==> config.mk <==
export PLATFORM = sky130hd
export DESIGN_NAME = multicycle_controller
export DESIGN_NICKNAME = d
export VERILOG_FILES = /design/src/rtl/rv32_ctrl_pkg.sv /design/src/rtl/branch_resolve.sv /design/src/rtl/multicycle_controller.sv
export SDC_FILE = /design/constraint.sdc
export NUM_CORES = 1
export LEC_CHECK = 0
export BUFFER_PORTS_ARGS = -buffer_cell sky130_fd_sc_hd__buf_2
export CAP_MARGIN = 0
export CORE_ASPECT_RATIO = 1.5
export CORE_MARGIN = 2
export CORE_UTILIZATION = 48
export DETAILED_ROUTE_END_ITERATION = 7
export PLACE_DENSITY = 0.83
export SYNTH_ARGS = -nofsm -noshare
export SYNTH_HDL_FRONTEND = slang
export SYNTH_SLANG_ARGS = --single-unit
==> constraint.sdc <==
create_clock -name clk -period 2 [get_ports clk]
set_clock_uncertainty 0.05 [all_clocks]
set_input_delay 0.3 -clock clk [delete_from_list [all_inputs] [get_ports clk]]
set_output_delay 0.3 -clock clk [all_outputs]
set_load 0.02 [all_outputs]
==> src/rtl/rv32_ctrl_pkg.sv <==
// rtl/rv32_ctrl_pkg.sv - shared types, opcodes and select encodings for the multicycle controller
package rv32_ctrl_pkg;

  typedef enum logic [2:0] {
    ST_FETCH   = 3'd0,
    ST_LOAD_IR = 3'd1,
    ST_DECODE  = 3'd2,
    ST_EXEC    = 3'd3,
    ST_MEM_RD  = 3'd4,
    ST_MEM_WR  = 3'd5,
    ST_WB      = 3'd6,
    ST_TRAP    = 3'd7
  } state_t;

  localparam logic [6:0] OP_LUI    = 7'b0110111;
  localparam logic [6:0] OP_AUIPC  = 7'b0010111;
  localparam logic [6:0] OP_JAL    = 7'b1101111;
  localparam logic [6:0] OP_JALR   = 7'b1100111;
  localparam logic [6:0] OP_BRANCH = 7'b1100011;
  localparam logic [6:0] OP_LOAD   = 7'b0000011;
  localparam logic [6:0] OP_STORE  = 7'b0100011;
  localparam logic [6:0] OP_IMM    = 7'b0010011;
  localparam logic [6:0] OP_REG    = 7'b0110011;

  localparam logic [2:0] F3_BEQ  = 3'b000;
  localparam logic [2:0] F3_BNE  = 3'b001;
  localparam logic [2:0] F3_BLT  = 3'b100;
  localparam logic [2:0] F3_BGE  = 3'b101;
  localparam logic [2:0] F3_BLTU = 3'b110;
  localparam logic [2:0] F3_BGEU = 3'b111;

  localparam logic PC_SRC_PC4   = 1'b0;
  localparam logic PC_SRC_ALU   = 1'b1;
  localparam logic ADDR_SRC_PC  = 1'b0;
  localparam logic ADDR_SRC_ALU = 1'b1;

  localparam logic [1:0] ALU_SRC_B_RS2  = 2'd0;
  localparam logic [1:0] ALU_SRC_B_IMM  = 2'd1;
  localparam logic [1:0] ALU_SRC_B_FOUR = 2'd2;

  localparam logic [1:0] ALU_MODE_ADD    = 2'd0;
  localparam logic [1:0] ALU_MODE_OP     = 2'd1;
  localparam logic [1:0] ALU_MODE_BRANCH = 2'd2;

  localparam logic [1:0] RES_IMM = 2'd0;
  localparam logic [1:0] RES_ALU = 2'd1;
  localparam logic [1:0] RES_PC4 = 2'd2;
  localparam logic [1:0] RES_MEM = 2'd3;

  typedef enum logic [3:0] {
    CL_ALU_R,
    CL_ALU_I,
    CL_LOAD,
    CL_STORE,
    CL_BRANCH,
    CL_JAL,
    CL_JALR,
    CL_LUI,
    CL_AUIPC,
    CL_ILLEGAL
  } iclass_t;

  // Map a raw opcode onto the instruction class that drives sequencing.
  function automatic iclass_t classify(input logic [6:0] op);
    case (op)
      OP_REG:    classify = CL_ALU_R;
      OP_IMM:    classify = CL_ALU_I;
      OP_LOAD:   classify = CL_LOAD;
      OP_STORE:  classify = CL_STORE;
      OP_BRANCH: classify = CL_BRANCH;
      OP_JAL:    classify = CL_JAL;
      OP_JALR:   classify = CL_JALR;
      OP_LUI:    classify = CL_LUI;
      OP_AUIPC:  classify = CL_AUIPC;
      default:   classify = CL_ILLEGAL;
    endcase
  endfunction

endpackage

==> src/rtl/branch_resolve.sv <==
// rtl/branch_resolve.sv - combinational branch-taken evaluation from funct3 and ALU flags
module branch_resolve
  import rv32_ctrl_pkg::*;
(
  input  logic [2:0] funct3,
  input  logic       zero_flag,
  input  logic       alu_lt,
  output logic       taken
);

  // Equality branches use the zero flag, ordered compares use the SLT result; 010/011 never branch.
  always_comb begin
    case (funct3)
      F3_BEQ:           taken = zero_flag;
      F3_BNE:           taken = !zero_flag;
      F3_BLT, F3_BLTU:  taken = alu_lt;
      F3_BGE, F3_BGEU:  taken = !alu_lt;
      default:          taken = 1'b0;
    endcase
  end

endmodule

==> src/rtl/multicycle_controller.sv <==
// rtl/multicycle_controller.sv - multicycle RV32 control FSM; ILLEGAL_OP_TRAP_EN selects trap vs NOP on illegal opcodes
module multicycle_controller
  import rv32_ctrl_pkg::*;
(
  input  logic        clk,
  input  logic        reset,
  input  logic [6:0]  opcode,
  input  logic [2:0]  funct3,
  input  logic        zero_flag,
  input  logic        alu_lt,
  output logic        ir_write,
  output logic        pc_write,
  output logic        pc_src,
  output logic        addr_src,
  output logic        mem_read,
  output logic        mem_write,
  output logic        reg_write,
  output logic        alu_src_a,
  output logic [1:0]  alu_src_b,
  output logic [1:0]  alu_mode,
  output logic [1:0]  result_src,
  output logic        instr_done,
  output logic [31:0] instret,
  output logic [2:0]  state
);

  state_t  state_q;
  state_t  state_d;
  iclass_t iclass;
  logic    taken;

  assign iclass = classify(opcode);
  assign state  = state_q;

  branch_resolve u_branch_resolve (
    .funct3    (funct3),
    .zero_flag (zero_flag),
    .alu_lt    (alu_lt),
    .taken     (taken)
  );

  // State register; reset forces FETCH regardless of where the instruction was.
  always_ff @(posedge clk) begin
    if (!reset) state_q <= ST_FETCH;
    else        state_q <= state_d;
  end

  // Next-state sequencing by instruction class.
  always_comb begin
    state_d = ST_FETCH;
    case (state_q)
      ST_FETCH:   state_d = ST_LOAD_IR;
      ST_LOAD_IR: state_d = ST_DECODE;
      ST_DECODE: begin
        case (iclass)
          CL_LUI, CL_AUIPC: state_d = ST_WB;
`ifdef ILLEGAL_OP_TRAP_EN
          CL_ILLEGAL:       state_d = ST_TRAP;
`else
          CL_ILLEGAL:       state_d = ST_FETCH;
`endif
          default:          state_d = ST_EXEC;
        endcase
      end
      ST_EXEC: begin
        case (iclass)
          CL_LOAD:   state_d = ST_MEM_RD;
          CL_STORE:  state_d = ST_MEM_WR;
          CL_BRANCH: state_d = ST_FETCH;
          default:   state_d = ST_WB;
        endcase
      end
      ST_MEM_RD:  state_d = ST_WB;
      ST_MEM_WR:  state_d = ST_FETCH;
      ST_WB:      state_d = ST_FETCH;
`ifdef ILLEGAL_OP_TRAP_EN
      ST_TRAP:    state_d = ST_TRAP;
`endif
      default:    state_d = ST_FETCH;
    endcase
  end

  // Per-state strobes and selects; everything is held low while reset is asserted.
  always_comb begin
    ir_write   = 1'b0;
    pc_write   = 1'b0;
    pc_src     = PC_SRC_PC4;
    addr_src   = ADDR_SRC_PC;
    mem_read   = 1'b0;
    mem_write  = 1'b0;
    reg_write  = 1'b0;
    alu_src_a  = 1'b0;
    alu_src_b  = ALU_SRC_B_RS2;
    alu_mode   = ALU_MODE_ADD;
    result_src = RES_IMM;
    instr_done = 1'b0;
    if (reset) begin
      case (state_q)
        ST_FETCH: begin
          mem_read = 1'b1;
          addr_src = ADDR_SRC_PC;
        end
        ST_LOAD_IR: ir_write = 1'b1;
        ST_DECODE: begin
`ifndef ILLEGAL_OP_TRAP_EN
          if (iclass == CL_ILLEGAL) begin
            pc_write   = 1'b1;
            pc_src     = PC_SRC_PC4;
            instr_done = 1'b1;
          end
`endif
        end
        ST_EXEC: begin
          case (iclass)
            CL_ALU_R: begin
              alu_src_a = 1'b1;
              alu_src_b = ALU_SRC_B_RS2;
              alu_mode  = ALU_MODE_OP;
            end
            CL_ALU_I: begin
              alu_src_a = 1'b1;
              alu_src_b = ALU_SRC_B_IMM;
              alu_mode  = ALU_MODE_OP;
            end
            CL_LOAD, CL_STORE, CL_JALR: begin
              alu_src_a = 1'b1;
              alu_src_b = ALU_SRC_B_IMM;
              alu_mode  = ALU_MODE_ADD;
            end
            CL_BRANCH: begin
              alu_src_a  = 1'b1;
              alu_src_b  = ALU_SRC_B_RS2;
              alu_mode   = ALU_MODE_BRANCH;
              pc_write   = 1'b1;
              pc_src     = taken ? PC_SRC_ALU : PC_SRC_PC4;
              instr_done = 1'b1;
            end
            CL_JAL: begin
              alu_src_a = 1'b0;
              alu_src_b = ALU_SRC_B_IMM;
              alu_mode  = ALU_MODE_ADD;
            end
            default: ;
          endcase
        end
        ST_MEM_RD: begin
          mem_read = 1'b1;
          addr_src = ADDR_SRC_ALU;
        end
        ST_MEM_WR: begin
          mem_write  = 1'b1;
          pc_write   = 1'b1;
          pc_src     = PC_SRC_PC4;
          instr_done = 1'b1;
        end
        ST_WB: begin
          reg_write  = 1'b1;
          pc_write   = 1'b1;
          instr_done = 1'b1;
          case (iclass)
            CL_LUI:          result_src = RES_IMM;
            CL_LOAD:         result_src = RES_MEM;
            CL_JAL, CL_JALR: result_src = RES_PC4;
            default:         result_src = RES_ALU;
          endcase
          pc_src = (iclass == CL_JAL || iclass == CL_JALR) ? PC_SRC_ALU : PC_SRC_PC4;
        end
        default: ;
      endcase
    end
  end

  // Retired-instruction counter, wraps naturally at 32 bits.
  always_ff @(posedge clk) begin
    if (!reset)          instret <= 32'd0;
    else if (instr_done) instret <= instret + 32'd1;
  end

endmodule

Word level (Yosys, flattened, before mapping)

Index checks and enable logic that the tools add are counted.
Widths: inputs -> output; s select.

Add/subtract/negate cells: 1
Equality and inequality tests: 29
Multiplexer cells: 36
Reduce and logical (&&, ||, !) cells: 15

Operators with widths:

| operator              | count |
|---|---|
| $pmux 4 s9            | 1 |
| $add 32x1->32 const B | 1 |
| $mux 1                | 23 |
| $eq 3x3->1 const B    | 7 |
| $eq 7x6->1 const B    | 3 |
| $eq 7x7->1 const B    | 3 |
| $eq 4x3->1 const B    | 4 |
| $pmux 3 s5            | 1 |
| $eq 7x5->1 const B    | 2 |
| $reduce_or 2->1       | 7 |
| $pmux 3 s3            | 1 |
| $eq 4x2->1 const B    | 2 |
| $eq 4x4->1 const B    | 2 |
| $mux 2                | 4 |
| $eq 7x2->1 const B    | 1 |
| $eq 3x1->1 const B    | 2 |
| $eq 3x2->1 const B    | 2 |
| $logic_not 3->1       | 2 |
| $pmux 2 s3            | 1 |
| $pmux 3 s2            | 1 |
| $reduce_or 6->1       | 1 |
| $reduce_or 5->1       | 1 |
| $eq 4x1->1 const B    | 1 |
| $logic_not 4->1       | 1 |
| other kinds (6)       | 7 |

Register bits after elaboration: 35
Output and inout bits: 50
Logic and storage cells: 83

Depth between registers and ports, before layout

Depth in word-level cells: 7
Mapped depth: 8

Cells and area by module

Synthesis repeated with hierarchy kept, for this count alone.

Cells, all modules: 292
Area total of the unflattened synthesis: 2306.0 sq um

Modules (own cells, without submodules):

| module                | times used | cells an instance | area an instance (sq um) | sequential area each (sq um) |
|---|---|---|---|---|
| multicycle_controller | 1          | 287               | 2269.7                   | 700.7 |
| branch_resolve        | 1          | 5                 | 36.3                     | 0.0 |

Least setup slack after synthesis

OpenSTA, ideal clock, no wires.

Path type: flip-flop to output port
Start point: reg state_q[0], in the netlist state[0]
End point: out pc_write
Arrival: 2.296 ns
Required time: 1.650 ns
Slack: -0.646 ns
Stages on the path, launching flop included: 8
Path through: dfxtp_1 -> and2b_1 -> nand4_4 -> a31o_4 -> buf_2 -> buf_2 -> nor3_1 -> buf_4

Cells in the longest elaborated chain, start to end: 4
Elaborated cells between the ends (all ways): 7
Classes of those cells: 4 x eq/ne; 2 x mux; 1 x reduce/logical

RTL lines:

| element                          | line                        | source |
|---|---|---|
| from (decl)                      | multicycle_controller.sv:27 | `state_t state_q;` |
| from (signal assigned)           | multicycle_controller.sv:45 | `else state_q <= state_d;` |
| $eq 3x3->1                       | --                          |  |
| $reduce_or 2->1 (no source line) | --                          |  |
| $pmux 1 s3 (*)                   | --                          |  |
| $mux 1 (*)                       | --                          |  |
| to (decl)                        | multicycle_controller.sv:12 | `output logic pc_write,` |

Every way passes the cells marked *; elsewhere a longest branch is shown, timed or not.

Worst setup path in the final report

Start point: reg state_q[0], in the netlist state[0]
End point: out instr_done

Cells in the longest elaborated chain, start to end: 4
Elaborated cells between the ends (all ways): 7
Classes of those cells: 4 x eq/ne; 2 x mux; 1 x reduce/logical

RTL lines:

| element                          | line                        | source |
|---|---|---|
| $eq 3x3->1                       | multicycle_controller.sv:98 | `case (state_q)` |
| $reduce_or 2->1 (no source line) | --                          |  |
| $pmux 1 s3 (*)                   | multicycle_controller.sv:98 |  |
| $mux 1 (*)                       | multicycle_controller.sv:97 | `if (reset) begin` |
| to (decl)                        | multicycle_controller.sv:22 | `output logic instr_done,` |

Marked as above.

==> results by group <==
Status
  • Status: complete, no violations

Power and ir drop
  • Clock network power share: 30.2%
  • Sw frac: 33.47%
  • P per Cell Area: 562.3 mW/mm^2
  • LEAKAGE: 0.001305 uW
  • Pint: 1197 uW
  • Worst vdd ir: 0.2883 mV
  • NetSw: 602.3 uW
  • Combinational power share: 28.7%
  • Sequential power share: 41.1%

Worst setup path
  • Slowest CP cell: dfxtp_2
  • Worst Setup End Kind: output port
  • Worst setup SP type: register
  • Maximum fanout along the worst path: 17
  • Crit-path cells: buf_4 > a21oi_2 > a31o_4 > nor3_4 > buf_6
  • Critical Path Max Stage Delay: 0.33 ns
  • Critical Path RT: 1.65 ns
  • Worst Path Arrival: 1.64 ns
  • WS Path Type: reg -> out

Cells and area
  • Final nets: 405
  • Fill cells: 433
  • Design area: 0.003201 sq mm
  • Most frequent cells in the layout: buf_2 (59), buf_4 (38), a21oi_1 (26)
  • Area grow syn2layout: 34.56%
  • Layout cells sized above 1: 36.32%
  • Fin cells: 457
  • Antenna cells: 0
  • Commonest non-fill, non-tap cell in the layout: buf_2
  • Post-layout utilization of the core: 66.55%

Flow run
  • Max cap viols: 0

STA
  • Max Freq: 502.2 MHz
  • Max-slew violation count: 0
  • Worst rel slew slack: 63.26%
  • Final setup viols: 0
  • Time the worst path needs with I/O delays and setup: 1.991 ns
  • Final Hold Viols: 0
  • Fin crit share: 99.57%
  • Unrepaired setup endpoints after global routing: true
  • Worst slew pin tran: 0.5505 ns
  • Fin Setup TNS: 0 ns

Clock tree
  • Post-cts hold buffer count: 0
  • Clock tree buffer depth: 2
  • CTS Sinks: 35
  • Num CTS Buffers: 5
  • CTS tree: yes
  • Root buf cell: clkbuf_8
  • Worst-Skew Late Latency: 0.30 ns
  • Clock transition at the registers of the reported paths: 0.07 ns
  • H-tree depth reported by CTS: 2

Worst hold path
  • Worst Hold Class: in -> reg

Floorplanning
  • Die Wd: 61.48 um
  • Rows: 31
  • Die Ht: 90.22 um
  • Boundary Pins: 64
  • Core area: 0.004810 sq mm
  • Initial Util: 49.45%
  • Die area: 0.005546 sq mm

Global routing
  • First-pass GRT wire length: 11540 um
  • Total GRT Usage: 26.62%
  • Antenna violations before repair: 0
  • GR Overflow Total: 0
  • Largest net degree at the start of global routing: 25
  • Number of global-route vias before repair: 2615

Placement
  • Placed insts: 437
  • Port Buffers: 62
  • Cell Area, Placed: 0.002898 sq mm
  • GPL Wtd Cong: 0.8942
  • Hpwl dp: 4809 um

Synth
  • Ys Warns: 0
  • Top_reg_cell synth: dfxtp_1
  • Syn nets: 320
  • Cell variety after synth: 51
  • Mean Syn Cell Area: 7.798 sq um
  • Post-synth EDFFs: 0
  • Synth Instances: 305
  • FFs w/ async S/R, synth: 0%
  • Synthesized cell area: 0.002379 sq mm
  • FF+latch count, synth: 35
  • Seq/Total Area, Yosys: 29.46%

Detailed routing
  • WL final: 7492 um
  • Number of DRC markers in iteration 0: 194
  • Vias: 2891
  • Routed len/inst: 16.39 um
  • Drt drc: 0
  • Met3 wire length: 485 um
  • Routed wl met2: 4018 um
  • Vias/cell: 6.326
  • DRT antenna net count: 0
  • Met1 WL: 2727 um
  • Highest Signal Layer: met4
  • Pre-Repair DR Iteration Count: 6
## routing by layer
metal | vias up | GRT usage, %
met5 | - | 0
met4 | 0 | 13.48
met3 | 25 | 4.892
met2 | 146 | 46.01
met1 | 1361 | 29.33
li1 | 1359 | -
## repair_timing
action,CTS,global route
setup buffers,5,3
pin swaps,4,15
cloned,2,2
setup endpoints to repair,4,28
resized for setup,6,28
## kinds of logic after synthesis
logic type	Yosys count	synth area share, %
and+or+nand+nor	146	35.93
AOI/OAI and AO/OA	83	24.51
DFF	35	29.46
buffers and inverters	32	6.575
muxes	5	2.104
xor gates and xnor gates	2	0.7366
adders and majority gates	1	0.5260
other	1	0.1577
## sequential cells by signal, indices dropped and copies added (netlist names)
signal and flops:
state 3, instret 32
## final cells by class
| class | instances | area (sq um) | area share, % |
|---|---|---|---|
| Clock buffer | 7 | 86.33 | 2.697 |
| Clock inverter | 1 | 5.005 | 0.1564 |
| Inverter | 5 | 18.77 | 0.5864 |
| Multi-Input combinational cell | 241 | 1635 | 51.09 |
| Sequential cell | 35 | 718.2 | 22.44 |
| Tap cell | 66 | 82.58 | 2.580 |
| Timing Repair Buffer | 102 | 654.4 | 20.45 |
## worst max-delay path, delay by kind of cell (launching register included)
family | cells | cell delay, ns
simple gates | 1 | 0.19
compound gates | 2 | 0.44
buf+inv | 2 | 0.38
flops | 1 | 0.33
## Yosys cell counts (all sizes together) (2+ instances only)
| cell type | number | area [sq um] |
|---|---|---|
| dfxtp | 35 | 700.7 |
| a21oi | 28 | 140.1 |
| nand2 | 22 | 82.58 |
| nand3 | 22 | 110.1 |
| o31ai | 19 | 142.6 |
| nand2b | 17 | 106.4 |
| nand4 | 17 | 121.4 |
| buf | 16 | 96.33 |
| or4 | 16 | 120.1 |
| nor2 | 15 | 58.81 |
| clkbuf | 11 | 41.29 |
| o311ai | 9 | 78.83 |
| o41ai | 9 | 78.83 |
| nor3 | 8 | 40.04 |
| and2 | 5 | 31.28 |
| inv | 5 | 18.77 |
| mux2i | 5 | 50.05 |
| o21ai | 5 | 25.02 |
| and3 | 4 | 25.02 |
| and4 | 4 | 35.03 |
| nor4 | 4 | 31.28 |
| nor2b | 3 | 18.77 |
| a21o | 2 | 15.01 |
| nand3b | 2 | 15.01 |
| nor3b | 2 | 15.01 |
| o21a | 2 | 15.01 |
## worst paths after layout
| check | from | to | slack [ns] | cells past startpoint |
|---|---|---|---|---|
| worst max register to register | state[2] | instret[11] | 0.04 | 7 |
| worst max-delay path | state[0] | instr_done | 0.009 | 5 |
| worst min register to register | instret[31] | instret[31] | 0.43 | 2 |
| worst min-delay path | reset | state[2] | 0.41 | 3 |
## power by group through the flow
stage / Sequential, uW / Combinational, uW / Clock (uW)
after CTS: 733 / 477 / 541
final: 739 / 517 / 544
after global routing: 741 / 555 / 579
after floorplan: 766 / 280 / 0
after global placement: 745 / 396 / 0
after detailed placement: 746 / 407 / 0
## through the flow
step	power, uW	setup slack [ns]	hold slack [ns]
final	1800	0.008620	0.4050
after global placement	1141	0.005994	0.4116
after floorplan	1045	-0.04631	0.3999
after global routing	1875	-0.06093	0.4359
after detailed placement	1152	-0.02689	0.4273
after CTS	1752	-0.03145	0.4031
No activity file was read; power rests on OpenSTA's default activity.
